### config.mk
export PLATFORM = sky130hd
export DESIGN_NAME = serial_in_parallel_out_flat
export DESIGN_NICKNAME = d
export VERILOG_FILES = /design/src/rtl/serial_in_parallel_out_if.sv /design/src/rtl/serial_in_parallel_out.sv /design/src/flat_wrapper.sv
export SDC_FILE = /design/constraint.sdc
export NUM_CORES = 1
export LEC_CHECK = 0
export CORE_AREA = 2 2 39 41
export CTS_BUF_LIST = sky130_fd_sc_hd__clkbuf_8
export CTS_CLUSTER_DIAMETER = 30
export DETAILED_ROUTE_END_ITERATION = 10
export DIE_AREA = 0 0 41 43
export MAX_ROUTING_LAYER = met4
export PLACE_DENSITY = 0.7
export RECOVER_POWER = 50
export SETUP_SLACK_MARGIN = 0.2
export SLEW_MARGIN = 20
export SYNTH_ARGS = -nofsm -noshare
export SYNTH_HDL_FRONTEND = slang
export SYNTH_SLANG_ARGS = --single-unit
### constraint.sdc
create_clock -name clk -period 1.7 [get_ports clk]
set_input_delay 0.34 -clock clk [delete_from_list [all_inputs] [get_ports clk]]
set_output_delay 0.34 -clock clk [all_outputs]
set_load 0.01 [all_outputs]
### src/rtl/serial_in_parallel_out_if.sv
// Word output channel of the serial-to-parallel assembler: dout with valid/ready.
// Carries parity_err as well when SIPO_PARITY_EN is defined.
interface serial_in_parallel_out_if #(
    parameter int WIDTH = 4
);
    logic [WIDTH-1:0] dout;
    logic             dout_valid;
    logic             dout_ready;
`ifdef SIPO_PARITY_EN
    logic             parity_err;
`endif

    modport master (
`ifdef SIPO_PARITY_EN
        output parity_err,
`endif
        output dout, dout_valid,
        input  dout_ready
    );

    modport slave (
`ifdef SIPO_PARITY_EN
        input  parity_err,
`endif
        input  dout, dout_valid,
        output dout_ready
    );
endinterface

### src/rtl/serial_in_parallel_out.sv
// Reassembles an MSB-first serial bit stream into WIDTH-bit words behind a one-entry holding register.
// Optional SIPO_PARITY_EN: each frame carries a trailing even-parity bit checked into parity_err.
module serial_in_parallel_out #(
    parameter int WIDTH = 4
) (
    input  logic                     clk,
    input  logic                     rst_n,
    input  logic                     serial_in,
    input  logic                     shift_en,
    input  logic                     frame_sync,
    input  logic                     overrun_clr,
    output logic [$clog2(WIDTH):0]   bit_cnt,
    output logic                     overrun,
    serial_in_parallel_out_if.master out_if
);
    localparam int CNT_W = $clog2(WIDTH) + 1;
`ifdef SIPO_PARITY_EN
    localparam int FRAME_BITS = WIDTH + 1;
`else
    localparam int FRAME_BITS = WIDTH;
`endif
    localparam logic [CNT_W-1:0] LAST_BIT = CNT_W'(FRAME_BITS - 1);

    typedef enum logic {IDLE, COLLECT} state_t;

    state_t           state, state_nxt;
    logic [WIDTH-1:0] sreg;
    logic [WIDTH-1:0] word;
    logic [WIDTH-1:0] dout_q;
    logic             valid_q;
    logic             complete, load, drop;
`ifdef SIPO_PARITY_EN
    logic             word_perr;
    logic             perr_q;
`endif

    // NOTE: every signal written here gets a default first so no path leaves it unassigned (no latch).
    always_comb begin
        state_nxt = state;
        complete  = shift_en && !frame_sync && (bit_cnt == LAST_BIT);
        load      = complete && (!valid_q || out_if.dout_ready);
        drop      = complete && valid_q && !out_if.dout_ready;
`ifdef SIPO_PARITY_EN
        // serial_in is the parity bit on the completing edge; sreg already holds all data bits.
        word      = sreg;
        word_perr = (^sreg) ^ serial_in;
`else
        word      = {sreg[WIDTH-2:0], serial_in};
`endif
        unique case (state)
            IDLE:    if (shift_en && !frame_sync) state_nxt = COLLECT;
            COLLECT: if (frame_sync || complete)  state_nxt = IDLE;
            default: state_nxt = IDLE;
        endcase
    end

    // NOTE: sequential state uses non-blocking assignments so all registers update from pre-edge values.
    always_ff @(posedge clk or negedge rst_n) begin
        if (!rst_n) state <= IDLE;
        else        state <= state_nxt;
    end

    always_ff @(posedge clk or negedge rst_n) begin
        if (!rst_n) begin
            sreg    <= '0;
            bit_cnt <= '0;
        end else if (frame_sync) begin
            sreg    <= '0;
            bit_cnt <= '0;
        end else if (shift_en) begin
            sreg    <= {sreg[WIDTH-2:0], serial_in};
            bit_cnt <= complete ? '0 : bit_cnt + CNT_W'(1);
        end
    end

    // Holding register: a load overrides a same-edge consume, so valid stays high.
    always_ff @(posedge clk or negedge rst_n) begin
        if (!rst_n) begin
            dout_q  <= '0;
            valid_q <= 1'b0;
        end else if (load) begin
            dout_q  <= word;
            valid_q <= 1'b1;
        end else if (valid_q && out_if.dout_ready) begin
            valid_q <= 1'b0;
        end
    end

`ifdef SIPO_PARITY_EN
    always_ff @(posedge clk or negedge rst_n) begin
        if (!rst_n)    perr_q <= 1'b0;
        else if (load) perr_q <= word_perr;
    end
    assign out_if.parity_err = perr_q;
`endif

    // A dropped word wins over a same-edge clear.
    always_ff @(posedge clk or negedge rst_n) begin
        if (!rst_n)           overrun <= 1'b0;
        else if (drop)        overrun <= 1'b1;
        else if (overrun_clr) overrun <= 1'b0;
    end

    assign out_if.dout       = dout_q;
    assign out_if.dout_valid = valid_q;
endmodule
### src/flat_wrapper.sv
// flat-port wrapper written by rule: the top's interface ports become plain ports
module serial_in_parallel_out_flat 
#(
    parameter int WIDTH = 4
)
  (clk, rst_n, serial_in, shift_en, frame_sync, overrun_clr, bit_cnt, overrun, out_if_dout, out_if_dout_valid, out_if_dout_ready);
  serial_in_parallel_out_if #(.WIDTH(WIDTH)) out_if_i ();
  input  logic clk;
  input  logic rst_n;
  input  logic serial_in;
  input  logic shift_en;
  input  logic frame_sync;
  input  logic overrun_clr;
  output logic [$clog2(WIDTH):0] bit_cnt;
  output logic overrun;
  output wire logic [$bits(out_if_i.dout)-1:0] out_if_dout;
  output wire logic [$bits(out_if_i.dout_valid)-1:0] out_if_dout_valid;
  input wire logic [$bits(out_if_i.dout_ready)-1:0] out_if_dout_ready;
  assign out_if_dout = out_if_i.dout;
  assign out_if_dout_valid = out_if_i.dout_valid;
  assign out_if_i.dout_ready = out_if_dout_ready;
  serial_in_parallel_out #(.WIDTH(WIDTH)) u_core (.clk(clk), .rst_n(rst_n), .serial_in(serial_in), .shift_en(shift_en), .frame_sync(frame_sync), .overrun_clr(overrun_clr), .bit_cnt(bit_cnt), .overrun(overrun), .out_if(out_if_i));
endmodule
Yosys cells after proc, flatten, opt, wreduce, memory -nomap -nowiden:

Cells that the tools add are included.

* logic and storage cells: 29
* register bits: 12
* output and inout port bits: 9
* bits of input ports: 7

* muxes and demuxes: 9
* reduce and logical (&&, ||, !) cells: 13
* $add $sub $neg: 1
* equal/unequal tests: 1

Operators with widths (number)
* $mux 3: 5
* $logic_and 1x1->1: 6
* $reduce_bool 2->1: 3
* $mux 1: 4
* $add 3x1->3 const B: 1
* $eq 3x2->1 const B: 1
* $logic_not 1->1: 3
* $logic_or 1x1->1: 1

Longest topological paths before layout:

Gate-level depths: netlist (run 1).

* depth after elaboration: 6
* mapped depth: 4
* gate-level depth less buffers: 4

Least setup slack after synthesis (run 1):

No wires, ideal clock.

* path kind: register -> register
* start point: register u_core.bit_cnt[0]
* end point: register u_core.dout_q[0] (netlist: u_core.out_if.dout[0])
* setup time: 125 ps
* path slack: 347 ps
* period minus slack after synthesis: 1353 ps
* data required time: 1575 ps
* arrival: 1228 ps
* cell stages (with the launch flop): 5
* path through: dfrtp_1 ha_1 nand4bb_4 nand2b_4 mux2_4

* cells in the longest elaborated chain, start to end: 3

RTL lines
* start: declaration: line serial_in_parallel_out.sv:12 `output logic [$clog2(WIDTH):0] bit_cnt,`
* start signal: assignment: line serial_in_parallel_out.sv:72 `bit_cnt <= complete ? '0 : bit_cnt + CNT_W'(1);`
* $eq 3x2->1: line serial_in_parallel_out.sv:40 `complete = shift_en && !frame_sync && (bit_cnt == LAST_BIT);`
* $logic_and 1x1->1: line serial_in_parallel_out.sv:40
* $logic_and 1x1->1: line serial_in_parallel_out.sv:41 `load = complete && (!valid_q || out_if.dout_ready);`
* end signal: assignment: line serial_in_parallel_out.sv:82 `dout_q <= word;`
* end: declaration: line serial_in_parallel_out.sv:29 `logic [WIDTH-1:0] dout_q;`

Every way passes these cells.
A chain may end at the register's enable or synchronous reset.

Worst setup path after layout (run 1):

* start point: input port shift_en
* end point: register u_core.sreg[0]

* cells in the longest elaborated chain, start to end: 1

RTL lines
* start: declaration: line flat_wrapper.sv:11 `input logic shift_en;`
* $reduce_bool 2->1 (no line)
* end signal: assignment: line serial_in_parallel_out.sv:71 `sreg <= {sreg[WIDTH-2:0], serial_in};`
* end: declaration: line serial_in_parallel_out.sv:27 `logic [WIDTH-1:0] sreg;`

Every way passes these cells.

==> results of run 1 <==
worst min-delay path by stage:
stage	slack [ns]	endpoint	from	cells past startpoint
5_1_grt	0.53	u_core.out_if.dout[0]	u_core.out_if.dout[0]	1
4_1_cts	0.47	u_core.out_if.dout[2]	rst_n	1
2_1_floorplan	0.04	u_core.bit_cnt[0]	rst_n	0
3_5_place_dp	0.50	u_core.out_if.dout[3]	u_core.sreg[2]	1
3_3_place_gp	0.50	u_core.out_if.dout[3]	u_core.sreg[2]	1
6_report	0.51	u_core.out_if.dout[3]	u_core.out_if.dout[3]	1
kinds of logic after synthesis:
group           Yosys count  synth area share (%)
fa+ha+maj                 1                  2.31
flops                    12                  55.6
mux                       7                  16.7
simple gates             12                  17.6
compound gates            4                  4.40
buf+inv                   3                  3.47
stage by stage:
step,utilization [%],cell area [µm²],hold slack [ns]
floorplan,-,541,0.0444
global route,54.7,757,0.532
detailed placement,51.6,714,0.502
finish,54.7,757,0.513
global placement,51.6,714,0.496
CTS,54.4,753,0.471
state kept, by name, indices dropped and copies added, names as in the netlist:
register	count
u_core.sreg	3
u_core.out_if.dout_valid	1
u_core.out_if.dout	4
u_core.bit_cnt	3
u_core.overrun	1
cells in the final DEF, fill, tap and decap left out, types with 2 or more instances in the layout:
cell | Yosys | layout
a21oi_1 | 2 | 2
clkbuf_8 | 0 | 3
clkdlybuf4s50_1 | 0 | 8
dfrtp_1 | 12 | 12
dlygate4sd2_1 | 0 | 2
dlygate4sd3_1 | 0 | 2
dlymetal6s2s_1 | 0 | 3
inv_1 | 2 | 2
mux2_4 | 4 | 4
mux2i_1 | 3 | 3
nand2b_1 | 3 | 3
nor2_1 | 3 | 3
worst max-delay path, stage by stage:
cell and delay, ns:
dlygate4sd3_1 0.60, clkbuf_1 0.35, mux2i_1 0.26, nor2_1 0.05
cell usage after synthesis, drive strengths merged:
cell type	n
nand2b	4
inv	2
o22ai	1
buf	1
a211oi	1
dfrtp	12
a21oi	2
nand2	1
ha	1
mux2i	3
nand3b	1
nand3	1
or2b	1
mux2	4
nand4bb	1
nor2	3
metal layers:
layer	track usage (%)	up-vias	part of all wire [%]
met4	10.0	0	1.3
met5	-	-	0
met1	15.8	167	45
li1	-	171	-
met3	3.14	2	5.5
met2	17.5	10	48
report_power, final:
| part | internal [mW] | switching (mW) | leakage, nW |
|---|---|---|---|
| sequential | 0.298 | 0.00808 | 0.165 |
| combinational | 0.0432 | 0.0287 | 0.230 |
| clock | 0.155 | 0.0905 | 0.0216 |
| total | 0.496 | 0.127 | 0.416 |
cell type report:
| cell class | instances | area, µm² | share of cell area [%] |
|---|---|---|---|
| sequential | 12 | 300 | 39.7 |
| multi-input combinational | 24 | 221 | 29.3 |
| timing repair buffer | 17 | 166 | 22.0 |
| clock buffer | 3 | 41.3 | 5.45 |
| tap | 16 | 20.0 | 2.64 |
| inverter | 2 | 7.51 | 0.992 |
repair_timing:
item,in CTS,in global routing
pin swaps,0,0
hold buffers,0,0
buffers inserted,0,0
resized for setup,2,3
setup endpoints to repair,2,3
==> results.md, run 1 <==
* Syn Inst Count at 39
* Overflow after GRT at 0
* Yosys top cell by area: dfrtp_1
* GPL Wtd Cong at 0.694
* Core ar. at 1380 µm²
* Clock Sinks at 12
* Layout cells sized above 1 at 17.2%
* Status: complete, no violations
* Final worst slack at 0.217 ns
* VDD IR-drop max at 426 µV
* Critical Path Fanout Max at 8
* Mean Syn Cell Area at 13.9 µm²
* Clk slew on worst S/H paths at 0.05 ns
* Die area at 1760 µm²
* Fill cells at 134
* First-pass GRT wire length at 1460 µm
* Crit start category: input port
* Synthesis Warnings at 0
* Die H at 43 µm
* First-pass iteration count of the detailed router at 2
* Number of H-tree levels at 1
* Die W at 41 µm
* Pin count of the biggest net entering global routing at 13
* Pwr dens at 823 nW/µm²
* Clk root buf: clkbuf_8
* CTS Buf Count at 3
* LEAKAGE at 0.416 nW
* Initial core utilization at 39.1%
* Max_cap viols at 0
* Arr. time, crit path at 1.60 ns
* #FFs+latches synth at 12
* Final Power at 0.623 mW
* Netlist cell types at 17
* RSZ-0062 raised after global routing: false
* Cell Area, Synth at 541 µm²
* Minimum clock period at 1.48 ns
* Reg2Reg Capture Point: u_core.out_if.dout[1]
* N_diodes at 0
* Count of pins over their slew limit at 0
* Place WS at 0.0858 ns
* Cells on worst reg2reg path at 4
* DR iter-0 viols at 3
* Clk_lat worst skew at 0.23 ns
* CTS tree: yes
* CP Capture Point: u_core.sreg[0]
* Initial antenna violation count at 0
* Setup tns final at 0 ns
* Post-synthesis sequential area ratio at 55.6%
* CP Class: in2reg
* Worst Skew at 0.00204 ns
* Worst Max-Slew Pin Slew at 0.517 ns
* Slew Limit Headroom at 65.4%
* Syn nets at 47
* Hold Path Class: reg2reg
* CP required at 1.82 ns
* Final Setup Violations at 0
* PortBufs at 15
* Avg WL per Cell at 12.3 µm
* Setup crit end kind: register
* Critical Path Start: shift_en
* CTS Buffer Depth at 2
* Maximum clock rate at 674 MHz
* Number of global-route vias before repair at 354
* R2r setup slk at 0.33 ns
* Yosys top cell area share at 55.6%
* Placed insts at 71
* Core Rows at 14
* Fin crit share at 87.2%
* Synth top area cells: dfrtp_1, mux2_4, mux2i_1
* Area grow syn2layout at 40.0%
* Drt drc at 0
* I/O pin count at 16
* GRT Overall Usage at 12.9%
* Nets@finish at 68
* Final wirelength at 908 µm
* Fin. Hold Viols at 0
* Post-layout instance count excluding filler cells at 74
* Worst R2R Start: u_core.bit_cnt[0]
* Via count at 350
* Vias per std cell at 4.73
* DRT antenna net count at 0
Power figures use the tool's default switching activity.
==> run 2: changes to the inputs <==
--- a/config.mk
+++ b/config.mk
@@ -11,7 +11,7 @@
 export DETAILED_ROUTE_END_ITERATION = 10
 export DIE_AREA = 0 0 41 43
 export MAX_ROUTING_LAYER = met4
-export PLACE_DENSITY = 0.7
+export PLACE_DENSITY_LB_ADDON = 0.2
 export RECOVER_POWER = 50
 export SETUP_SLACK_MARGIN = 0.2
 export SLEW_MARGIN = 20
==> run 2 against run 1 <==
  * Clock-buffer cell count unchanged
  * Combinational power down 1%
  * Highest routed layer is now met3
  * Total power down 0.44%
  * Cell count stayed put
  * Critical endpoint is now out_if_dout[1]
  * Die area did not move
==> results.md, run 2 (synthesis results as in run 1) <==
* First-pass iteration count of the detailed router at 3 (+1)
* Slowest stage delay, CP at 0.54 ns (-0.06 ns)
* CTS Buffer Depth at 2 (unchanged)
* Fin crit share at 86.0% (-1.2 points)
* DR iter-0 viols at 4 (+1)
* Nets@finish at 68 (unchanged)
* Clock Sinks at 12 (unchanged)
* Die W at 41 µm (unchanged)
* CP delay by family, top: buffers and inverters
* CP cell instances: clkdlybuf4s50_1
* Count of pins over their slew limit at 0 (unchanged)
* Place WS at 0.0639 ns (-0.0219 ns)
* Worst Skew at 0.00110 ns (-0.000938 ns)
* Maximum clock rate at 684 MHz (+1.4%)
* Avg WL per Cell at 12.9 µm (+5.2%)
* Arr. time, crit path at 1.12 ns (-0.48 ns)
* Minimum clock period at 1.46 ns (-0.0202 ns)
* Commonest non-fill, non-tap cell in the layout: dfrtp_1
* N_diodes at 0 (unchanged)
* Fill cells at 131 (-2.2%)
* Final worst slack at 0.238 ns (+0.0202 ns)
* HPWL Detailed at 728 µm
* CTS hold repair buffers at 0 (unchanged)
* CP Class: reg2out
* Final Setup Violations at 0 (unchanged)
* Via count at 354 (+1.1%)
* GPL Wtd Cong at 0.723 (+4.2%)
* Final wirelength at 955 µm (+5.2%)
* RSZ-0062 raised after global routing: false
* CTS Buf Count at 3 (unchanged)
* VDD IR-drop max at 519 µV (+22%)
* Crit path depth at 1 (-3)
* Drt drc at 0 (unchanged)
* Pwr dens at 838 nW/µm² (+1.7%)
* Setup tns final at 0 ns (unchanged)
* LEAKAGE at 0.377 nW (-9.5%)
* Clk_lat worst skew at 0.23 ns (about the same)
* Critical Path Fanout Max at 2 (-6)
* Pin count of the biggest net entering global routing at 13 (unchanged)
* Post-CTS Setup Bufs at 0 (unchanged)
* Core Rows at 14 (unchanged)
* DRT antenna net count at 0 (unchanged)
* Layout cells sized above 1 at 17.2% (unchanged)
* GR Util met1 at 19.3% (+3.5 points)
* Overflow after GRT at 0 (unchanged)
* Post-layout util at 53.5% (-1.2 points)
* Met2 Usage GRT at 17.8% (+0.31 points)
* Number of global-route vias before repair at 343 (-3.1%)
* Fin. Hold Viols at 0 (unchanged)
* CTS tree: yes
* Worst Max-Slew Pin Slew at 0.556 ns (+0.0387 ns)
* Initial antenna violation count at 0 (unchanged)
* CP required at 1.36 ns (-0.46 ns)
* GRT Max-Usage Layer: met1
* Area grow syn2layout at 37.0%
* Commonest non-fill, non-tap cells in the layout: dfrtp_1, clkdlybuf4s50_1, mux2_4
* Die H at 43 µm (unchanged)
* Hold Path Class: reg2reg
* Vias per std cell at 4.78 (+1.1%)
* Number of H-tree levels at 1 (unchanged)
* I/O pin count at 16 (unchanged)
* Initial core utilization at 39.1% (unchanged)
* Clk slew on worst S/H paths at 0.05 ns (about the same)
* Bufs and invs on worst path at 1 (-1)
* Slowest CP cell: clkdlybuf4s50_1
* GR Layer Usage met3 at 3.66% (+0.52 points)
* Max_cap viols at 0 (unchanged)
* PortBufs at 15 (unchanged)
* Core ar. at 1380 µm² (unchanged)
* Setup crit end kind: primary output
* First-pass GRT wire length at 1550 µm (+6.7%)
* Max FFs per register at 4 (unchanged)
* Placed inst area at 714 µm² (unchanged)
* Cells on worst reg2reg path at 4 (unchanged)
* Hold Crit Depth at 1 (unchanged)
* Post-route cell area at 741 µm² (-2.1%)
* Slew Limit Headroom at 62.8% (-2.6 points)
* Crit start category: register
* Clk root buf: clkbuf_8
* GRT Overall Usage at 13.6% (+0.65 points)
* Die area at 1760 µm² (unchanged)
* Status: complete, no violations
[run 2: cell count changes in the layout (fill, tap and decap cells not counted)]
cell,previous run,this run
dlygate4sd3_1,2,1
nand4bb_4,1,0
nand4bb_2,0,1
clkdlybuf4s25_1,0,1
clkdlybuf4s50_1,8,10
dlymetal6s2s_1,3,1
[run 2: timing repair]
action	in CTS	in global routing
endpoints found under the setup margin	2	2
pin swaps	0	0
gates resized for setup	2	2
[run 2: layer usage]
layer	up-vias	share of wire, %
li1	171	-
met1	171	47
met2	12	46
met3	0	7.2
met4	0	0
met5	-	0
[run 2: per-stage QoR]
step / hold slack, ns / instances / power, mW
after floorplan: 0.0444 / 39 / 0.342
after CTS: 0.481 / 74 / 0.634
after global routing: 0.518 / 74 / 0.648
final: 0.509 / 74 / 0.621
after detailed placement: 0.498 / 71 / 0.388
after global placement: 0.498 / 71 / 0.386
[run 2: final timing paths]
path	startpoint	endpoint	slack [ns]
hold reg to reg	u_core.sreg[2]	u_core.out_if.dout[3]	0.51
hold / removal	u_core.sreg[2]	u_core.out_if.dout[3]	0.51
min in group asynchronous	rst_n	u_core.out_if.dout_valid	0.54
setup / recovery	u_core.out_if.dout[1]	out_if_dout[1]	0.24
max in group asynchronous	rst_n	u_core.sreg[0]	0.80
setup reg to reg	u_core.bit_cnt[0]	u_core.out_if.dout[1]	0.30
[run 2: power by group]
part / internal (mW) / leakage (nW) / total [mW] / switching, mW
logic: 0.0420 / 0.190 / 0.0709 / 0.0289
registers: 0.298 / 0.165 / 0.306 / 0.00816
clock network: 0.155 / 0.0216 / 0.244 / 0.0888
[run 2: layout make-up]
| class | instances | area, µm² | share of cell area, % |
|---|---|---|---|
| timing repair buffer | 17 | 161 | 21.8 |
| multi-input combinational | 24 | 210 | 28.4 |
| inverter | 2 | 7.51 | 1.01 |
| sequential | 12 | 300 | 40.5 |
| tap | 16 | 20.0 | 2.70 |
| clock buffer | 3 | 41.3 | 5.57 |
